File: src/rtl/lbp_pkg.sv
// Shared definitions for the LBP raster-scan sequencer and its 3x3 window register.
// Latency: none (types, constants and a pure helper function).
// Backpressure: not applicable.
package lbp_pkg;

   localparam int IMG_DIM = 128;
   localparam int ADDR_W  = 14;
   localparam logic [6:0] XY_MIN = 7'd1;
   localparam logic [6:0] XY_MAX = 7'd126;

   typedef enum logic [2:0] {
      ST_IDLE    = 3'd0,
      ST_FILL    = 3'd1,
      ST_SHIFT   = 3'd2,
      ST_PRESENT = 3'd3,
      ST_DONE    = 3'd4
   } state_t;

   // Neighbour byte positions inside the packed 64-bit neighbour word, named by compass direction.
   localparam int NB_NW = 0;  // (-1,-1)
   localparam int NB_N  = 1;  // (-1, 0)
   localparam int NB_NE = 2;  // (-1,+1)
   localparam int NB_W  = 3;  // ( 0,-1)
   localparam int NB_E  = 4;  // ( 0,+1)
   localparam int NB_SW = 5;  // (+1,-1)
   localparam int NB_S  = 6;  // (+1, 0)
   localparam int NB_SE = 7;  // (+1,+1)

   typedef struct packed {
      logic [1:0] row;
      logic [1:0] col;
   } cell_t;

   // Column-major walk of the 3x3 window: index 0..8 -> (row, col).
   function automatic cell_t fill_cell(input logic [3:0] idx);
      cell_t c;
      c.col = 2'(idx / 4'd3);
      c.row = 2'(idx % 4'd3);
      return c;
   endfunction

endpackage

File: src/rtl/lbp_window_reg.sv
// 3x3 pixel window: single-cell load from the ROM, or shift every row one column left.
// Latency: one cycle from load/shift to the outputs.
// Backpressure: none; the controller only loads or shifts when it owns the window.
// Ports: shift_left (col0<=col1, col1<=col2), load_en/load_row/load_col/din (write one cell),
//        center (cell [1][1]), nbr (8 neighbours, byte k = neighbour k).
module lbp_window_reg (
   input  logic        clk,
   input  logic        reset,
   input  logic        shift_left,
   input  logic        load_en,
   input  logic [1:0]  load_row,
   input  logic [1:0]  load_col,
   input  logic [7:0]  din,
   output logic [7:0]  center,
   output logic [63:0] nbr
);
   import lbp_pkg::*;

   logic [7:0] win [0:2][0:2];

   always_ff @(posedge clk or negedge reset) begin
      if (!reset) begin
         for (int r = 0; r < 3; r++) begin
            for (int c = 0; c < 3; c++) begin
               win[r][c] <= 8'h00;
            end
         end
      end else if (shift_left) begin
         // Right column becomes stale; it is refetched before the window is presented again.
         for (int r = 0; r < 3; r++) begin
            win[r][0] <= win[r][1];
            win[r][1] <= win[r][2];
         end
      end else if (load_en) begin
         for (int r = 0; r < 3; r++) begin
            for (int c = 0; c < 3; c++) begin
               if (load_row == 2'(r) && load_col == 2'(c)) begin
                  win[r][c] <= din;
               end
            end
         end
      end
   end

   assign center = win[1][1];

   always_comb begin
      nbr = '0;
      nbr[NB_NW*8 +: 8] = win[0][0];
      nbr[NB_N *8 +: 8] = win[0][1];
      nbr[NB_NE*8 +: 8] = win[0][2];
      nbr[NB_W *8 +: 8] = win[1][0];
      nbr[NB_E *8 +: 8] = win[1][2];
      nbr[NB_SW*8 +: 8] = win[2][0];
      nbr[NB_S *8 +: 8] = win[2][1];
      nbr[NB_SE*8 +: 8] = win[2][2];
   end

endmodule

File: src/rtl/lbp_scan_ctrl.sv
// Raster-scan sequencer: fetches 3x3 windows from the gray ROM (9 at row start, 3 per step) and presents them.
// Latency: row-start window 9 fetches + 1 present cycle; following windows 3 + 1 cycles.
// Backpressure: window held stable in PRESENT with no ROM fetches until win_ready; inputs ignored elsewhere.
// Ports: gray_ready/gray_req/gray_addr/gray_data to the ROM; win_valid/win_ready/win_addr/win_center/win_nbr
//        to the threshold stage; finish high from scan completion until reset.
module lbp_scan_ctrl #(
   parameter int DIM_LOG2 = 7,
   parameter int ADDR_W   = 2*DIM_LOG2
) (
   input  logic              clk,
   input  logic              reset,
   input  logic              gray_ready,
   output logic              gray_req,
   output logic [ADDR_W-1:0] gray_addr,
   input  logic [7:0]        gray_data,
   output logic              win_valid,
   input  logic              win_ready,
   output logic [ADDR_W-1:0] win_addr,
   output logic [7:0]        win_center,
   output logic [63:0]       win_nbr,
   output logic              finish
);
   import lbp_pkg::*;

   localparam logic [DIM_LOG2-1:0] C_FIRST = DIM_LOG2'(XY_MIN);
   localparam logic [DIM_LOG2-1:0] C_LAST  = DIM_LOG2'(XY_MAX);

   state_t              state, state_nxt;
   logic [3:0]          cnt, cnt_nxt;
   logic [DIM_LOG2-1:0] x, y, x_nxt, y_nxt;
   logic                shift_win;
   logic [1:0]          off_r, off_c;
   cell_t               fcell;
   logic [DIM_LOG2-1:0] fetch_row, fetch_col;

   always_ff @(posedge clk or negedge reset) begin
      if (!reset) begin
         state <= ST_IDLE;
         cnt   <= 4'd0;
         x     <= C_FIRST;
         y     <= C_FIRST;
      end else begin
         state <= state_nxt;
         cnt   <= cnt_nxt;
         x     <= x_nxt;
         y     <= y_nxt;
      end
   end

   assign fcell = fill_cell(cnt);

   always_comb begin
      state_nxt = state;
      cnt_nxt   = cnt;
      x_nxt     = x;
      y_nxt     = y;
      gray_req  = 1'b0;
      win_valid = 1'b0;
      finish    = 1'b0;
      shift_win = 1'b0;
      off_r     = 2'd0;
      off_c     = 2'd0;
      case (state)
         ST_IDLE: begin
            if (gray_ready) begin
               state_nxt = ST_FILL;
               cnt_nxt   = 4'd0;
            end
         end
         ST_FILL: begin
            gray_req = 1'b1;
            off_r    = fcell.row;
            off_c    = fcell.col;
            if (cnt == 4'd8) begin
               state_nxt = ST_PRESENT;
               cnt_nxt   = 4'd0;
            end else begin
               cnt_nxt = cnt + 4'd1;
            end
         end
         ST_SHIFT: begin
            // Only the new right column (x+1) is fetched; the other two were shifted in.
            gray_req = 1'b1;
            off_r    = cnt[1:0];
            off_c    = 2'd2;
            if (cnt == 4'd2) begin
               state_nxt = ST_PRESENT;
               cnt_nxt   = 4'd0;
            end else begin
               cnt_nxt = cnt + 4'd1;
            end
         end
         ST_PRESENT: begin
            win_valid = 1'b1;
            if (win_ready) begin
               cnt_nxt = 4'd0;
               if (y == C_LAST && x == C_LAST) begin
                  state_nxt = ST_DONE;
               end else if (x == C_LAST) begin
                  x_nxt     = C_FIRST;
                  y_nxt     = y + 1'b1;
                  state_nxt = ST_FILL;
               end else begin
                  x_nxt     = x + 1'b1;
                  shift_win = 1'b1;
                  state_nxt = ST_SHIFT;
               end
            end
         end
         ST_DONE: begin
            finish = 1'b1;
         end
         default: begin
            state_nxt = ST_IDLE;
         end
      endcase
   end

   // Offsets 0..2 map to -1..+1 around the center; x,y stay in 1..126 so this never wraps.
   assign fetch_row = y + DIM_LOG2'(off_r) - 1'b1;
   assign fetch_col = x + DIM_LOG2'(off_c) - 1'b1;
   assign gray_addr = gray_req ? {fetch_row, fetch_col} : '0;
   assign win_addr  = {y, x};

   lbp_window_reg u_win (
      .clk        (clk),
      .reset      (reset),
      .shift_left (shift_win),
      .load_en    (gray_req),
      .load_row   (off_r),
      .load_col   (off_c),
      .din        (gray_data),
      .center     (win_center),
      .nbr        (win_nbr)
   );

endmodule

File: config.mk
export PLATFORM = sky130hd
export DESIGN_NAME = lbp_scan_ctrl
export DESIGN_NICKNAME = d
export VERILOG_FILES = /design/src/rtl/lbp_pkg.sv /design/src/rtl/lbp_window_reg.sv /design/src/rtl/lbp_scan_ctrl.sv
export SDC_FILE = /design/constraint.sdc
export NUM_CORES = 1
export LEC_CHECK = 0
export BUFFER_PORTS_ARGS = -buffer_cell sky130_fd_sc_hd__buf_2
export CORE_ASPECT_RATIO = 1.2
export CORE_UTILIZATION = 52
export CTS_CLUSTER_SIZE = 16
export DETAILED_ROUTE_END_ITERATION = 7
export PLACE_DENSITY = 0.77
export RECOVER_POWER = 50
export SLEW_MARGIN = 20
export SYNTH_ARGS = -nofsm -noshare
export SYNTH_HDL_FRONTEND = slang
export SYNTH_SLANG_ARGS = --single-unit
File: constraint.sdc
create_clock -name clk -period 9.48 [get_ports clk]
set_input_delay 0 -clock clk [delete_from_list [all_inputs] [get_ports clk]]
set_output_delay 0 -clock clk [all_outputs]
set_load 0.01 [all_outputs]
==> results.md, run 1 <==
- Number of nets in the layout: approximately 620
- Final routed wire length divided by cell count: roughly 17 um
- Total detailed-routing wirelength: 11,700 um
- Kind of launch point of the worst setup path: flop
- Async set-or-reset flop fraction in the synthesized netlist: 100%
- Final Skew: a little under 9 ps
- Clock slew at the register clock pins of the worst setup and hold paths: 60 ps
- Slack of the worst reg-to-reg path: 5760 ps
- Cell type with the highest aggregate area in the netlist: sky130_fd_sc_hd__dfrtp_1
- Clk sink count: slightly above 90
- #FFs+latches synth: 93
- TritonCTS clock tree: built
- Sequential cell area: 2330 um^2
- Count of warnings emitted by yosys: 0
- Max VDD drop: ~0.23 mV
- Growth of design area from synthesis to finish: 17.8%
- Post-synthesis instance area: around 5100 um^2
- Seq/Total Area, Yosys: 45.8%
- Average vias per placed instance: between 5 and 6
- Number of cells upsized or downsized after cts: 0
- Initial Util: 53.5%
- Area used by multi-input combinational logic: 2570 um^2
- H-tree depth: 3
- Net count of the mapped netlist: 503
- Result of the run: finished, violations left
- Kind of critical path: flop to primary output
- Fin crit period: roughly 4800 ps
- Library cells used by synthesis: slightly below 50
- Slew Viols, Final: just under 70
- RSZ-0062 raised after global routing: no
- Cell chain of the critical path: nor2b_1, ha_1, inv_1, ha_1, nor2b_1, a221oi_2, ha_1, inv_1, o2111a_1, a211oi_1, ha_1, inv_1, ha_1, a21o_1, a21oi_1, o21bai_1, a21oi_1, xnor2_1, nor2_1, buf_2
- Postcts setup bufs: 0
- Peak Freq: between 200 and 250 MHz
- Clock insertion delay at the later pin of the skew report: 350 ps
- Vias in the first global route: between 3,000 and 4,000
- Total of buffers placed on input and output ports: around 110
- Layout cell share with drive strength beyond 1: about 15%
- Number of buffer and inverter instances along the worst setup path: 4
- Num CTS Buffers: 9
- CP top delay family: compound AO/OA/AOI/OAI gates
- Overall die height: 110 um
- Overall global routing resource usage: 23.7%
- Clock tree root buffer cell: sky130_fd_sc_hd__clkbuf_16
- Fill cell count: roughly 840
- DP Wirelength: just under 9000 um
- Reported max-cap violation count: 1
- Power, Total: 2.08 mW
- Number of design-rule violations left by the first detailed-router iteration: approximately 180
- Share of the synthesized area in the top cell type: about 45%
- Tightest Hold Check Type: primary input to flop
- Cell with the largest stage delay on the worst path: sky130_fd_sc_hd__dfrtp_1
- Power density over the cells: roughly 350 nW/um^2
- Mean instance size in the synthesized netlist: around 11 um^2
- Period Utilization, post-route: 50.7%
- Number of antenna violations at the first check in global routing: 0
- Total via count in the routed design: 4,027
- Data arrival at the endpoint of the critical path: between 4000 and 5000 ps
- Number of enable flip-flop cells after synthesis: 0
- Top cells by area in the synthesized netlist: sky130_fd_sc_hd__dfrtp_1, sky130_fd_sc_hd__ha_1, sky130_fd_sc_hd__mux2_2, sky130_fd_sc_hd__a221o_1, sky130_fd_sc_hd__a22o_1
- Worst rel slew slack: -131%
- Violations in the final reports: max-capacitance violations, max-slew violations
- Final setup violating endpoints: 0
- Data required time at the worst endpoint: 9480 ps
- Die X-Extent: approximately 90 um
- Number of detailed-route iterations in the first pass: 4
- Maximum clock insertion buffer count: 2
- Biggest fanout along the worst timing path: 10
- Delay contributed by the slowest stage of the critical path: 540 ps
- Site Rows: 39
- Remaining routing DRC violations: 0
- Cell with the most instances on the worst path: sky130_fd_sc_hd__ha_1
- Total count of hold-check failures in the final report: 0
- Aggregate negative setup slack: 0 ps
- Leak pwr: ~2.9 nW
- CORE AREA: between 9000 and 10,000 um^2
- Transition time at the pin with the least slew margin: 3470 ps
- First-pass GRT wire length: ~19,000 um
- Type of element capturing the critical path: primary output
- Dominant register cell in the synthesized netlist: sky130_fd_sc_hd__dfrtp_1
- Number of instances in the synthesized netlist: roughly 460
- Die Outline Area: between 10,000 and 15,000 um^2
- Gr ovfl total: 0
- Boundary pin count: about 120
- Remaining antenna violation count: 0
- Antenna cells: 0
- Weighted congestion at the end of routability-driven global placement: roughly 0.94
- Pin count of the biggest net entering global routing: 69
## path summary, 6_finish.rpt
check,start,end,cells after the start
min reg2reg,u_win.nbr[44],u_win.nbr[44],1
max reg2reg,cnt[2],u_win.nbr[16],11
max in group asynchronous,reset,u_win.nbr[32],3
min,gray_data[7],u_win.center[7],2
min in group asynchronous,reset,u_win.nbr[0],2
max,cnt[2],gray_addr[13],20
## per-stage QoR
step                      instance area [um^2]  setup WS [ps]  std cells  util, %  hold WS, ps
after detailed placement                  5790           5070        684     60.9        -67.8
after global routing                      5990           3980        702     63.0         55.5
after CTS                                 6110           4680        702     64.2         29.6
after floorplan                           5090           5610        459        -         -296
final                                     5990           4670        702     63.0         41.3
after global placement                    5790           5300        684     60.9        -73.5
## power by group
part           leakage (nW)  switching [mW]  internal, mW
Combinational          1.60           0.554         0.450
Clock                 0.133           0.165         0.184
Sequential             1.14           0.156         0.572
Total                  2.87           0.874          1.21
## repair_timing
item / in CTS / in global routing
hold endpoints to repair: 26 / 0
hold buffers: 2 / 0
setup endpoints to repair: 0 / 0
## layout by cell type (no fill, tap or decap), types with 24 or more instances in the layout
cell / netlist / layout
sky130_fd_sc_hd__ha_1: 30 / 30
sky130_fd_sc_hd__clkbuf_1: 14 / 86
sky130_fd_sc_hd__a21o_1: 27 / 27
sky130_fd_sc_hd__a221o_1: 24 / 24
sky130_fd_sc_hd__inv_1: 31 / 31
sky130_fd_sc_hd__nor2_1: 33 / 33
sky130_fd_sc_hd__mux2_2: 26 / 26
sky130_fd_sc_hd__a22o_1: 24 / 24
sky130_fd_sc_hd__dfrtp_1: 91 / 91
sky130_fd_sc_hd__buf_2: 4 / 29
## synthesized netlist by cell type, drive strengths merged (3+ instances only)
library cell and number:
a221o 24, nor2b 5, dfrtp 91, xor2 8, a211oi 3, and2 13, a21oi 16, a21o 27
nand2b 6, o22ai 3, inv 31, mux2 26, xnor2 15, a22o 24, nand2 11, clkbuf 14
nor4 3, ha 30, nor2 33, and3 19, nand3 5, buf 5, nor3 6, nand4 7
o21ai 8
## flip-flops by register name (all words and copies together), names as in the netlist
signal / flops
cnt: 4
u_win.nbr: 64
y: 7
x: 7
state: 3
u_win.center: 8
## layout make-up
class / count / share of cell area [%]
sequential: 93 / 38.9
clock inverter: 7 / 1.13
inverter: 31 / 1.94
clock buffer: 9 / 3.76
multi-input combinational: 316 / 42.8
tap: 123 / 2.57
timing repair buffer: 123 / 8.89
## per-layer routing
layer | part of all wire [%] | vias to the layer above | GRT usage [%]
met4 | 3.8 | 0 | 11.8
met2 | 46 | 139 | 38.6
met5 | 0 | - | 0
met3 | 5.4 | 30 | 5.28
li1 | - | 1904 | -
met1 | 45 | 1954 | 29.8
## cell families (layout without fill, tap and decap cells)
group                    after synthesis  after routing  synth area share, %
XOR/XNOR                              23             23                 3.96
adder cells (fa/ha/maj)               32             32                 8.16
AND/OR/NAND/NOR                      112            112                 12.7
flip-flops                            93             93                 45.8
buffers and inverters                 50            170                 3.79
multiplexers                          28             28                 6.15
AO/OA/AOI/OAI                        121            121                 19.5
(Power assumes the default switching activity.)
==> run 2, diff against run 1 <==
- CORE_UTILIZATION: 52 -> 49
- PLACE_DENSITY: 0.77 -> 0.76
- clock period: 9.48 -> 4.15 ns (I/O delays scaled with it)
==> results.md, run 2 (synthesized netlist as in run 1, its figures left out) <==
- Worst rel slew slack: -135% (was -131%)
- DP Wirelength: 9210 um (was 8700 um)
- Remaining routing DRC violations: 0 (unchanged)
- Die X-Extent: 95.0 um (was 92.3 um)
- CORE AREA: 10,100 um^2 (was 9520 um^2)
- Overall die height: 114 um (was 110 um)
- Number of antenna violations at the first check in global routing: 0 (unchanged)
- Kind of critical path: flop to primary output (unchanged)
- Maximum clock insertion buffer count: 2 (unchanged)
- Detailed-routed wire length on met2: 6260 um (was 5390 um)
- Slew Viols, Final: 64 (was 69)
- Violations in the final reports: max-capacitance violations, max-slew violations (unchanged)
- Met1 routed wirelength after detailed routing: 5510 um (was 5200 um)
- CP top delay family: adder cells (was compound AO/OA/AOI/OAI gates)
- Max VDD drop: 0.676 mV (was 0.232 mV)
- Weighted congestion at the end of routability-driven global placement: 0.921 (was 0.939)
- Total count of hold-check failures in the final report: 0 (unchanged)
- Leading cell type in the layout, fill and taps excluded: sky130_fd_sc_hd__dfrtp_1 (unchanged)
- Clock tree root buffer cell: sky130_fd_sc_hd__clkbuf_16 (unchanged)
- Kind of launch point of the worst setup path: flop (unchanged)
- Average vias per placed instance: 5.79 (was 5.74)
- Highest-count cells in the layout ignoring fill and taps: sky130_fd_sc_hd__dfrtp_1, sky130_fd_sc_hd__clkbuf_1, sky130_fd_sc_hd__nor2_1, sky130_fd_sc_hd__buf_2, sky130_fd_sc_hd__inv_1 (was sky130_fd_sc_hd__dfrtp_1, sky130_fd_sc_hd__clkbuf_1, sky130_fd_sc_hd__nor2_1, sky130_fd_sc_hd__inv_1, sky130_fd_sc_hd__ha_1)
- Worst Slack Setup Final: 158 ps (was 4670 ps)
- Number of detailed-route iterations in the first pass: 4 (unchanged)
- Boundary pin count: 115 (unchanged)
- Total of buffers placed on input and output ports: 114 (unchanged)
- Gr ovfl total: 0 (unchanged)
- Site Rows: 40 (was 39)
- Worst hold-check slack: 17.9 ps (was 41.3 ps)
- Data arrival at the endpoint of the critical path: 3990 ps (was 4810 ps)
- Die Outline Area: 10,800 um^2 (was 10,200 um^2)
- Flip-flop count of the largest register, all copies and words added: 64 (unchanged)
- Vias in the first global route: 3,939 (was 3,813)
- Growth of design area from synthesis to finish: 21.4% (was 17.8%)
- Length of routed met3 wiring: 674 um (was 631 um)
- H-tree depth: 3 (unchanged)
- Reported max-cap violation count: 1 (unchanged)
- Total detailed-routing wirelength: 12,700 um (was 11,700 um)
- Type of element capturing the critical path: primary output (unchanged)
- Pin count of the biggest net entering global routing: 64 (was 69)
- Overall global routing resource usage: 23.6% (was 23.7%)
- Leak pwr: 2.96 nW (was 2.87 nW)
- Power density over the cells: 805 nW/um^2 (was 347 nW/um^2)
- Clk sink count: 93 (unchanged)
- Cell with the most instances on the worst path: sky130_fd_sc_hd__ha_2 (was sky130_fd_sc_hd__ha_1)
- Number of buffer and inverter instances along the worst setup path: 3 (was 4)
- Cell chain of the critical path: nor2b_4, ha_4, inv_1, ha_2, nor2b_1, a221oi_2, ha_2, and3_4, a211oi_4, ha_2, inv_1, ha_2, fa_2, a21oi_2, nor2_1, nor2_1, xor2_1, nor2_1, buf_2 (was nor2b_1, ha_1, inv_1, ha_1, nor2b_1, a221oi_2, ha_1, inv_1, o2111a_1, a211oi_1, ha_1, inv_1, ha_1, a21o_1, a21oi_1, o21bai_1, a21oi_1, xnor2_1, nor2_1, buf_2)
- Number of nets in the layout: 630 (was 618)
- Period Utilization, post-route: about 96%
- Result of the run: finished, violations left (unchanged)
- Clock slew at the register clock pins of the worst setup and hold paths: 70 ps (was 60 ps)
- Minimum setup slack after placement: 92.2 ps (was 5070 ps)
- Transition time at the pin with the least slew margin: 3520 ps (was 3470 ps)
- Data required time at the worst endpoint: 4150 ps (was 9480 ps)
- Clock insertion delay at the later pin of the skew report: 340 ps (was 350 ps)
- Num CTS Buffers: 9 (unchanged)
- Total via count in the routed design: 4,152 (was 4,027)
- Fin crit period: 3990 ps
- RSZ-0062 raised after global routing: yes (was no)
- Final routed wire length divided by cell count: 17.8 um (was 16.6 um)
- Tightest Hold Check Type: primary input to flop (unchanged)
- Highest routed layer: met4 (unchanged)
- Initial Util: 50.6% (was 53.5%)
- Antenna cells: 0 (unchanged)
- Biggest fanout along the worst timing path: 3 (was 10)
- Layout cell share with drive strength beyond 1: 20.3% (was 15.4%)
- TritonCTS clock tree: built (unchanged)
- Number of design-rule violations left by the first detailed-router iteration: 213 (was 184)
- Remaining antenna violation count: 0 (unchanged)
- Final setup violating endpoints: 0 (unchanged)
- Final Skew: 5.44 ps (was 8.66 ps)
- Delay contributed by the slowest stage of the critical path: 370 ps (was 540 ps)
- First-pass GRT wire length: 19,600 um (was 18,600 um)
- Cell with the largest stage delay on the worst path: sky130_fd_sc_hd__dfrtp_1 (unchanged)
- Peak Freq: between 200 and 300 MHz
-- run 2: cell type report --
type / instances / area (um^2)
well taps: 126 / 158
clock inverters: 4 / 55.1
inverters: 31 / 116
fillers: 871 / 3880
multi-input cells: 316 / 2640
clock buffers: 12 / 246
repair buffers: 135 / 636
flip-flops and latches: 93 / 2330
-- run 2: worst paths after layout --
kind | from | endpoint | slack (ps) | depth (start not counted)
worst max-delay path | cnt[2] | gray_addr[12] | 160 | 19
max in group asynchronous | reset | u_win.nbr[22] | 770 | 2
worst min-delay path | win_ready | x[1] | 20 | 3
worst max register to register | cnt[2] | u_win.nbr[11] | 780 | 11
min in group asynchronous | reset | u_win.nbr[0] | 1420 | 2
worst min register to register | u_win.nbr[47] | u_win.nbr[47] | 470 | 1
-- run 2: worst register-to-register path, stage by stage, from the launching register on --
cell and delay [ps]:
sky130_fd_sc_hd__dfrtp_1 370, sky130_fd_sc_hd__nor2b_4 200, sky130_fd_sc_hd__ha_4 140, sky130_fd_sc_hd__inv_1 40
sky130_fd_sc_hd__ha_2 170, sky130_fd_sc_hd__nor2b_1 140, sky130_fd_sc_hd__a221oi_2 270, sky130_fd_sc_hd__ha_2 290
sky130_fd_sc_hd__a2111oi_4 80, sky130_fd_sc_hd__a211oi_2 720, sky130_fd_sc_hd__a21oi_1 420, sky130_fd_sc_hd__a221o_1 410
-- run 2: report_power, final --
| part | switching (mW) | internal [mW] | leakage, nW |
|---|---|---|---|
| Combinational | 1.35 | 1.13 | 1.67 |
| Clock | 0.351 | 0.488 | 0.144 |
| Sequential | 0.346 | 1.31 | 1.14 |
-- run 2: metrics by stage --
| stage | cells | utilization, % | power (mW) | area [um^2] | TNS [ps] |
|---|---|---|---|---|---|
| final | 717 | 61.4 | 4.98 | 6180 | 0 |
| after global routing | 717 | 61.4 | 5.31 | 6180 | -24.1 |
| after CTS | 713 | 61.6 | 5.00 | 6200 | 0 |
| after detailed placement | 695 | 58.2 | 4.11 | 5860 | 0 |
| after global placement | 695 | 58.2 | 4.01 | 5860 | 0 |
| after floorplan | 459 | - | 3.21 | 5090 | 0 |
-- run 2: what timing repair did --
item / 4_1_cts / 5_1_grt
resized for setup: 5 / 14
hold endpoints to repair: 61 / 0
endpoints found under the setup margin: 5 / 2
pin swaps: 3 / 15
hold buffers: 1 / 0
gates cloned: 0 / 0
setup buffers: 1 / 4
-- run 2: per-layer routing --
metal | global-route usage [%] | vias up
li1 | - | 1922
met1 | 29.3 | 2058
met2 | 40.5 | 146
met3 | 3.47 | 26
met4 | 10.5 | 0
met5 | 0 | -
==> run 3, diff against run 2 <==
- BUFFER_PORTS_ARGS: -buffer_cell sky130_fd_sc_hd__buf_2 -> -buffer_cell sky130_fd_sc_hd__clkbuf_2
==> results.md, run 3 (synthesized netlist as in run 1, its figures left out) <==
- Num CTS Buffers: 9 (unchanged)
- Worst rel slew slack: -114% (was -135%)
- Reported max-cap violation count: 1 (unchanged)
- Type of element capturing the critical path: primary output (unchanged)
- Tightest Hold Check Type: primary input to flop (unchanged)
- Initial Util: 50.6% (unchanged)
- Fraction of power spent switching nets: 41.1% (was 41.2%)
- Cell chain of the critical path: nor2b_2, ha_1, inv_1, ha_2, nor2b_1, a221oi_2, ha_2, and3_1, a211oi_4, ha_2, inv_1, ha_1, a21o_1, a21oi_2, o21bai_1, a21oi_2, xnor2_1, nor2_1, clkbuf_2 (was nor2b_4, ha_4, inv_1, ha_2, nor2b_1, a221oi_2, ha_2, and3_4, a211oi_4, ha_2, inv_1, ha_2, fa_2, a21oi_2, nor2_1, nor2_1, xor2_1, nor2_1, buf_2)
- Die X-Extent: 95.0 um (unchanged)
- Clk sink count: 93 (unchanged)
- Startpoint of the lowest-slack hold path: win_ready (unchanged)
- H-tree depth: 3 (unchanged)
- Result of the run: finished, violations left (unchanged)
- End of the worst register-to-register path: u_win.nbr[55] (was u_win.nbr[11])
- Clock tree root buffer cell: sky130_fd_sc_hd__clkbuf_16 (unchanged)
- Worst Slack Setup Final: 183 ps (was 158 ps)
- DP Wirelength: 9140 um (was 9210 um)
- Total of buffers placed on input and output ports: 114 (unchanged)
- TritonCTS clock tree: built (unchanged)
- Violations in the final reports: max-capacitance violations, max-slew violations (unchanged)
- Worst hold-check slack: 1.50 ps (was 17.9 ps)
- Seq pwr share: 32.9% (was 33.3%)
- Cell with the most instances on the worst path: sky130_fd_sc_hd__ha_2 (unchanged)
- Layout cell share with drive strength beyond 1: 19.6% (was 20.3%)
- Total via count in the routed design: 4,114 (was 4,152)
- Peak Freq: 252 MHz (was 250 MHz)
- Cell with the largest stage delay on the worst path: sky130_fd_sc_hd__dfrtp_1 (unchanged)
- Combinational power share: 50.3% (was 49.8%)
- Post-route core utilization: 61.6% (was 61.4%)
- Remaining routing DRC violations: 0 (unchanged)
- Power, Total: 5.01 mW (was 4.98 mW)
- Remaining antenna violation count: 0 (unchanged)
- Power density over the cells: 808 nW/um^2 (was 805 nW/um^2)
- First-pass GRT wire length: 19,600 um (about the same)
- Weighted congestion at the end of routability-driven global placement: 0.926 (was 0.921)
- Leak pwr: 2.97 nW (was 2.96 nW)
- Total count of hold-check failures in the final report: 0 (unchanged)
- Final setup violating endpoints: 0 (unchanged)
- Fin crit period: 3970 ps (was 3990 ps)
- Fill cell count: 871 (unchanged)
- Maximum clock insertion buffer count: 2 (unchanged)
- Data required time at the worst endpoint: 4150 ps (about the same)
- Post-layout instance area: 6190 um^2 (was 6180 um^2)
- Number of design-rule violations left by the first detailed-router iteration: 177 (was 213)
- Net Sw Power: 2.06 mW (was 2.05 mW)
- Relative contribution of the clock network to total power: 16.7% (was 16.9%)
- Internal power of the cells: 2.95 mW (was 2.93 mW)
- Data arrival at the endpoint of the critical path: 3970 ps (was 3990 ps)
- CORE AREA: 10,100 um^2 (unchanged)
- Total cell area at the placement stage: 5860 um^2 (unchanged)
- Total detailed-routing wirelength: 12,500 um (was 12,700 um)
- Die Outline Area: 10,800 um^2 (unchanged)
- Max VDD drop: 0.642 mV (was 0.676 mV)
- Worst r2r path cells: 14 (was 11)
- Final Non-Filler Cells: 723 (was 717)
- Antenna cells: 0 (unchanged)
- Worst R2R Start: cnt[3] (was cnt[2])
- Number of nets in the layout: 636 (was 630)
- Aggregate negative setup slack: 0 ps (unchanged)
- Gr ovfl total: 0 (unchanged)
- Growth of design area from synthesis to finish: 21.7% (was 21.4%)
- Number of detailed-route iterations in the first pass: 5 (was 4)
- Number of buffer and inverter instances along the worst setup path: 3 (unchanged)
- Kind of critical path: flop to primary output (unchanged)
- Flip-flop count of the largest register, all copies and words added: 64 (unchanged)
- Overall global routing resource usage: 23.7% (was 23.6%)
- Number of antenna violations at the first check in global routing: 0 (unchanged)
- Terminating pin of the worst hold path: x[1] (unchanged)
- Site Rows: 40 (unchanged)
- CP top delay family: adder cells (unchanged)
- Minimum setup slack after placement: 97.8 ps (was 92.2 ps)
- Final routed wire length divided by cell count: 17.3 um (was 17.8 um)
- Highest-count cells in the layout ignoring fill and taps: sky130_fd_sc_hd__dfrtp_1, sky130_fd_sc_hd__clkbuf_1, sky130_fd_sc_hd__nor2_1, sky130_fd_sc_hd__inv_1 (was sky130_fd_sc_hd__dfrtp_1, sky130_fd_sc_hd__clkbuf_1, sky130_fd_sc_hd__nor2_1, sky130_fd_sc_hd__buf_2, sky130_fd_sc_hd__inv_1)
- Clock insertion delay at the later pin of the skew report: 340 ps (about the same)
- Final Skew: 6.18 ps (was 5.44 ps)
- Average vias per placed instance: 5.69 (was 5.79)
- Slack of the worst reg-to-reg path: 710 ps (was 780 ps)
- Slew Viols, Final: 59 (was 64)
- Biggest fanout along the worst timing path: 4 (was 3)
- Overall die height: 114 um (unchanged)
- Vias in the first global route: 3,970 (was 3,939)
- Boundary pin count: 115 (unchanged)
- Cells after DPL: 695 (unchanged)
- Period Utilization, post-route: 95.6% (was 96.2%)
- Worst Hold Path Cells: 3 (unchanged)
- Delay contributed by the slowest stage of the critical path: 400 ps (was 370 ps)
- Leading cell type in the layout, fill and taps excluded: sky130_fd_sc_hd__dfrtp_1 (unchanged)
- Kind of launch point of the worst setup path: flop (unchanged)
- Clock slew at the register clock pins of the worst setup and hold paths: 70 ps (about the same)
- Transition time at the pin with the least slew margin: 3200 ps (was 3520 ps)
- Pin count of the biggest net entering global routing: 59 (was 64)
-- run 3: cell type report --
type / instances / area [um^2] / share of cell area, %
multi-input combinational: 316 / 2620 / 42.3
sequential: 93 / 2330 / 37.6
timing repair buffer: 141 / 671 / 10.8
clock buffer: 12 / 246 / 3.98
tap: 126 / 158 / 2.54
inverter: 31 / 116 / 1.88
clock inverter: 4 / 55.1 / 0.889
-- run 3: what timing repair did --
action	in CTS	in global routing
endpoints found under the setup margin	5	2
setup buffers	1	10
resized for setup	4	10
hold buffers	1	0
endpoints found under the hold margin	56	0
pin swaps	3	10
-- run 3: worst max-delay path by stage --
stage,start,end,slack (ps),cells past startpoint
floorplan,cnt[2],gray_addr[13],280,21
global placement,cnt[3],gray_addr[13],220,20
detailed placement,cnt[3],gray_addr[13],100,20
CTS,cnt[2],gray_addr[13],40,21
global route,cnt[3],gray_addr[13],-70,19
finish,cnt[3],gray_addr[13],180,19
-- run 3: routing by layer --
| metal | vias up | routed length (um) | global-route usage [%] |
|---|---|---|---|
| met5 | - | 0 | 0 |
| met4 | 0 | 298 | 11.3 |
| met3 | 19 | 739 | 3.40 |
| met2 | 135 | 6160 | 40.3 |
| met1 | 2013 | 5290 | 29.3 |
| li1 | 1947 | - | - |
-- run 3: power by group through the flow --
stage,sequential (mW),clock (mW),combinational (mW)
2_1_floorplan,1.77,0,1.44
3_3_place_gp,1.64,0,2.39
3_5_place_dp,1.66,0,2.46
4_1_cts,1.65,0.843,2.50
5_1_grt,1.70,0.876,2.78
6_report,1.65,0.837,2.52
-- run 3: worst register-to-register path, cell delays in order, from the launching register on --
cell                       delay (ps)
sky130_fd_sc_hd__dfrtp_1          400
sky130_fd_sc_hd__nor2b_2          140
sky130_fd_sc_hd__ha_1             150
sky130_fd_sc_hd__inv_1             40
sky130_fd_sc_hd__ha_2             170
sky130_fd_sc_hd__buf_6            120
sky130_fd_sc_hd__nor2b_1          130
sky130_fd_sc_hd__a221oi_2          70
sky130_fd_sc_hd__ha_2             210
sky130_fd_sc_hd__inv_1            120
sky130_fd_sc_hd__o21ai_4          110
sky130_fd_sc_hd__buf_4            170
sky130_fd_sc_hd__a211oi_2         690
sky130_fd_sc_hd__a21oi_1          410
sky130_fd_sc_hd__a221o_1          400
